<file path="src/rtl/multi_pit.sv">
// Multi-channel programmable interval timer: per-channel reload, prescaler,
// one-shot/periodic mode, sticky pending/overrun flags and count readback.
module multi_pit #(
  parameter int NUM_CH = 4,
  parameter int CNT_W  = 16,
  parameter int PRE_W  = 8,
  localparam int CH_W  = (NUM_CH > 1) ? $clog2(NUM_CH) : 1
) (
  input  logic              clk,
  input  logic              reset,
  input  logic              wr_en,
  input  logic [CH_W-1:0]   wr_ch,
  input  logic [CNT_W-1:0]  wr_reload,
  input  logic [PRE_W-1:0]  wr_prescale,
  input  logic              wr_periodic,
  input  logic              wr_run,
  input  logic [NUM_CH-1:0] irq_ack,
  input  logic [CH_W-1:0]   rd_ch,
  output logic [CNT_W-1:0]  rd_count,
  output logic [NUM_CH-1:0] irq_pulse,
  output logic [NUM_CH-1:0] irq_pending,
  output logic [NUM_CH-1:0] irq_overrun,
  output logic              irq
);

  logic [CNT_W-1:0] count_all [NUM_CH];

  for (genvar g = 0; g < NUM_CH; g++) begin : g_ch
    logic [CNT_W-1:0] reload_q;
    logic [PRE_W-1:0] prescale_q;
    logic             periodic_q;
    logic             run_q;
    logic [CNT_W-1:0] count_q;
    logic [PRE_W-1:0] pre_cnt_q;
    logic             pending_q;
    logic             overrun_q;
    logic             pulse_q;
    logic             wr_hit;
    logic             tick;
    logic             expire;

    // Out-of-range channel indices never match, so such writes are dropped.
    assign wr_hit = wr_en && (wr_ch == CH_W'(g));
    assign tick   = run_q && (pre_cnt_q == prescale_q);
    assign expire = tick && (count_q == '0);

    always_ff @(posedge clk) begin
      if (reset) begin
        reload_q   <= '0;
        prescale_q <= '0;
        periodic_q <= 1'b0;
        run_q      <= 1'b0;
        count_q    <= '0;
        pre_cnt_q  <= '0;
        pending_q  <= 1'b0;
        overrun_q  <= 1'b0;
        pulse_q    <= 1'b0;
      end else if (wr_hit) begin
        // A write overrides any tick or ack arriving on the same edge.
        reload_q   <= wr_reload;
        prescale_q <= wr_prescale;
        periodic_q <= wr_periodic;
        run_q      <= wr_run;
        count_q    <= wr_reload;
        pre_cnt_q  <= '0;
        pending_q  <= 1'b0;
        overrun_q  <= 1'b0;
        pulse_q    <= 1'b0;
      end else begin
        pulse_q <= expire;
        if (run_q) begin
          pre_cnt_q <= tick ? '0 : pre_cnt_q + PRE_W'(1);
        end
        if (tick) begin
          if (count_q != '0) begin
            count_q <= count_q - CNT_W'(1);
          end else if (periodic_q) begin
            count_q <= reload_q;
          end else begin
            run_q <= 1'b0;
          end
        end
        // An ack coinciding with an expiry is absorbed by the new expiry.
        if (expire) begin
          pending_q <= 1'b1;
          if (pending_q && !irq_ack[g]) begin
            overrun_q <= 1'b1;
          end
        end else if (irq_ack[g]) begin
          pending_q <= 1'b0;
          overrun_q <= 1'b0;
        end
      end
    end

    assign count_all[g]   = count_q;
    assign irq_pulse[g]   = pulse_q;
    assign irq_pending[g] = pending_q;
    assign irq_overrun[g] = overrun_q;
  end

  always_comb begin
    rd_count = '0;
    for (int i = 0; i < NUM_CH; i++) begin
      if (rd_ch == CH_W'(i)) begin
        rd_count = count_all[i];
      end
    end
  end

  assign irq = |irq_pending;

endmodule

</file>
<file path="config.mk">
export PLATFORM = sky130hd
export DESIGN_NAME = multi_pit
export DESIGN_NICKNAME = d
export VERILOG_FILES = /design/src/rtl/multi_pit.sv
export SDC_FILE = /design/constraint.sdc
export NUM_CORES = 1
export LEC_CHECK = 0
export CAP_MARGIN = 15
export CORE_ASPECT_RATIO = 2
export CORE_MARGIN = 8
export CORE_UTILIZATION = 60
export CTS_CLUSTER_SIZE = 12
export DETAILED_ROUTE_END_ITERATION = 8
export PLACE_DENSITY_LB_ADDON = 0.08
export REMOVE_ABC_BUFFERS = 1
export SYNTH_ARGS = -nofsm -noshare
export SYNTH_HDL_FRONTEND = slang
export SYNTH_SLANG_ARGS = --single-unit
</file>
<file path="constraint.sdc">
create_clock -name clk -period 3.25 [get_ports clk]
set_input_delay 0.65 -clock clk [delete_from_list [all_inputs] [get_ports clk]]
set_output_delay 0.65 -clock clk [all_outputs]
set_load 0.02 [all_outputs]
</file>
; ---- Yosys cells after proc, flatten, opt, wreduce, memory -nomap -nowiden
; Index checks and enable logic that the tools add are counted.
[word_totals]
ff_bits = 212
output_inout_bits = 29
elab_cells = 181
[classes]
addsub = 8
n_eq_ne = 22
mux = 56
n_reduce_logical = 59
[op_table]
columns = cell, count
row1 = $mux 16, 20
row2 = $logic_not 16->1, 4
row3 = $reduce_bool 16->1, 4
row4 = $sub 16x1->16 const B, 4
row5 = $add 8x1->8 const B, 4
row6 = $eq 8x8->1, 4
row7 = $mux 1, 32
row8 = $mux 8, 4
row9 = $logic_and 1x1->1, 16
row10 = $ne 2x1->1 const B, 8
row11 = $reduce_and 2->1, 8
row12 = $reduce_bool 2->1, 8
row13 = $reduce_and 3->1, 4
row14 = $reduce_bool 3->1, 4
row15 = $eq 2x2->1 const B, 4
row16 = $ne 2x2->1 const B, 4
row17 = $reduce_or 2->1, 4
row18 = $eq 2x1->1 const B, 2
row19 = $logic_not 1->1, 4
row20 = $logic_not 2->1, 2
row21 = $reduce_or 4->1, 1

; ---- Logic depth before layout (Yosys ltp)
[logic_depth]
depth_word = 5
mapped_depth = 11
ltp_nobuf = 8

; ---- Worst setup path after synthesis
; OpenSTA, ideal clock, no wires.
[synth_timing]
path_type = input -> output
from = in rd_ch[0]
to = out rd_count[10]
arrival_ps = 2171
path_slack_ps = 429
stages = 3
n_path_buf = 2
path_cell_list = clkbuf_1 > buf_1 > mux4_2
[synth_between]
elab_chain_len = 5
[synth_rtl]
columns = item, line
row1 = from (decl), 18  ; input logic [CH_W-1:0] rd_ch,
row2 = $logic_not 2->1, 105  ; if (rd_ch == CH_W'(i)) begin
row3 = $mux 16 (3 in series), 105
row4 = $mux 16 *, 105
row5 = to (decl), 19  ; output logic [CNT_W-1:0] rd_count,
; Every way passes the cells marked *; elsewhere a longest branch is shown, timed or not.

; ---- Worst setup path in the final report
[layout_timing]
from = in rd_ch[0]
to = out rd_count[2]
; Same word-level chain as after synthesis.

==> results.toml <==
[run_status]
status = "finished clean"

[logic_synthesis]
async_flop_share_pct = 0
synth_area_per_cell_um2 = 7.89
ys_top_cells_by_count = "nand2_1, dfxtp_1, a21oi_1"
yosys.area.top_type = "dfxtp_1"
ys_ff_latch = 212
yosys_warnings = 0
yosys.cell_types.count = 73
synthFlopType = "dfxtp_1"
synthTopCellsByArea = "dfxtp_1, nand2_1, a21oi_1"
synth_most_common_cell = "nand2_1"
syn_area_um2 = 11000
synth_cells = 1399
synth_seq_area_share_pct = 38.4
synth_top_area_share_pct = 38.4
synth_edf_count = 0

[cts]
cts_setup_buffers = 0
postCtsHoldBufs = 0
clock-sinks = 212
numCtsBuffers = 21
clock-root-buffer = "clkbuf_16"
h-tree-depth = 1
clk_pin_slew_ns = 0.06
cts_resized = 0
cts_tree = "yes"
cts_max_path_buffers = 3
worstSkewPairLatency_ns = 0.50

[min_path]
worstHoldPathType = "register to register"

[floorplanning]
start_util_pct = 60.9
io-pin-count = 66
die_h_um = 208
fp-row-count = 70
die_x_um = 112
core_um2 = 18100
fp.dieArea_um2 = 23300

[finish]
diodes = 0
nets = 1486
nFillCells = 1628
fin_cells = 1653
fin_util_pct = 68.8
layout-drive-gt1-share_pct = 7.93
area_growth_pct = 12.9
design_area_um2 = 12500

[grt]
grt_pass1_vias = 10306
grt_pass1_wl_um = 53900
grt_max_degree = 78
antenna_found_initial = 0
gr-total-overflow = 0
track_usage_pct = 28.8

[critical_path]
cp_max_fo = 16
worstSetupEndpointType = "output port"
cp.arrival_ns = 2.43
r2r_slack_ns = 0.56
worstSetupPathType = "primary input to output port"
start_kind = "primary input"
required_ns = 2.60

[power]
powerDensity_nw_per_um2 = 519
cellLeakagePower_nw = 4.55
power_mw = 6.47
ir_drop_uv = 437

[route]
vias_per_cell = 6.27
routedWlPerCell_um = 20.3
firstDrtPassIters = 5
antenna_left = 0
vias = 10357
dr.first_iter.drc_count = 759
wl_um = 33500
drc = 0

[run]
max-cap-violations = 0

[timing]
drv_slew = 0
fin_ws_ns = 0.167
fin_crit_ns = 3.08
rsz0062_at_grt = "no"
worst_pin_slew_ns = 1.01
finalHoldViolations = 0
tns_ns = 0
whs_ns = 0.451
fin_skew_ns = 0.0159
slew-limit-headroom_pct = 32.5
fin_crit_sh_pct = 94.9
setup_viol = 0
fmax_ghz = 0.324

[place]
dp_hpwl_um = 25100
placed_cell_area_um2 = 11900
post-place-ws_ns = 0.160
gp_congestion = 1.00
place_inst = 1630
io_buffers = 65
[cells by family after synthesis]
logic type                 share of synthesized area [%]
AOI/OAI and AO/OA                                   18.4
xor gates and xnor gates                            6.98
adders and majority gates                           1.36
buffers and inverters                               4.61
DFF                                                 38.4
muxes                                               4.20
and+or+nand+nor                                     26.0
[registers in the layout (all words and copies together), names as in the netlist, 32 cells and up]
signal / count
g_ch.reload_q: 64
g_ch.prescale_q: 32
g_ch.pre_cnt_q: 32
g_ch.count_q: 64
[where the power goes]
| group | leakage, nW | internal, mW | switching [mW] |
|---|---|---|---|
| Clock | 0.264 | 1.14 | 0.950 |
| Sequential | 1.72 | 2.70 | 0.130 |
| Combinational | 2.56 | 0.630 | 0.918 |
[per-layer routing]
layer / share of wire (%) / up-vias / wire length [um] / track usage, %
met5: 0 / - / 0 / 0
met3: 6.3 / 121 / 2110 / 3.96
met4: 5.9 / 0 / 1980 / 16.4
met1: 35 / 4856 / 11700 / 29.8
met2: 53 / 391 / 17600 / 53.7
li1: - / 4989 / - / -
[placed cells by master (no fill, tap or decap), types with 8 or more instances in the layout]
master and instances:
nand3b_1 9, xnor2_1 40, and3_1 17, dfxtp_1 212
nand2b_1 20, o31ai_1 11, a311oi_1 13, a211oi_1 12
nand2_1 290, nand3_1 40, nand4_1 15, o211ai_1 19
mux4_2 16, clkdlybuf4s50_1 64, clkbuf_16 21, ha_1 12
or3_1 14, xor2_1 48, a21boi_0 8, inv_1 18
nor2_1 114, or4_1 9, a21oi_1 144, a31oi_1 14
buf_4 47, o21ai_0 37, o22ai_1 9, nor3_1 29
nor4_1 25
[worst max-delay path, cell delays in order]
cell,delay [ns]
clkdlybuf4s50_1,0.51
buf_12,0.19
mux4_2,0.51
clkdlybuf4s50_1,0.56
[worst paths after layout]
kind                                     start                                end  depth (start not counted)
max                                   rd_ch[0]                        rd_count[2]                          4
min          g_ch[0].reload_q[13]$_SDFFE_PP0P_  g_ch[0].reload_q[13]$_SDFFE_PP0P_                          2
max reg2reg    g_ch[0].count_q[4]$_SDFFE_PP0P_    g_ch[0].count_q[4]$_SDFFE_PP0P_                          6
min reg2reg  g_ch[0].reload_q[13]$_SDFFE_PP0P_  g_ch[0].reload_q[13]$_SDFFE_PP0P_                          2
[final cells by class]
cell class                      instances  area, um2  share of cell area (%)
Sequential cell                       212       4240                    34.0
Inverter                               18       67.6                   0.542
Timing Repair Buffer                  114       1050                    8.45
Clock inverter                          1       5.00                  0.0401
Clock buffer                           22        529                    4.24
Multi-Input combinational cell       1070       6300                    50.5
Tap cell                              216        270                    2.17
Power figures use the tool's default switching activity.
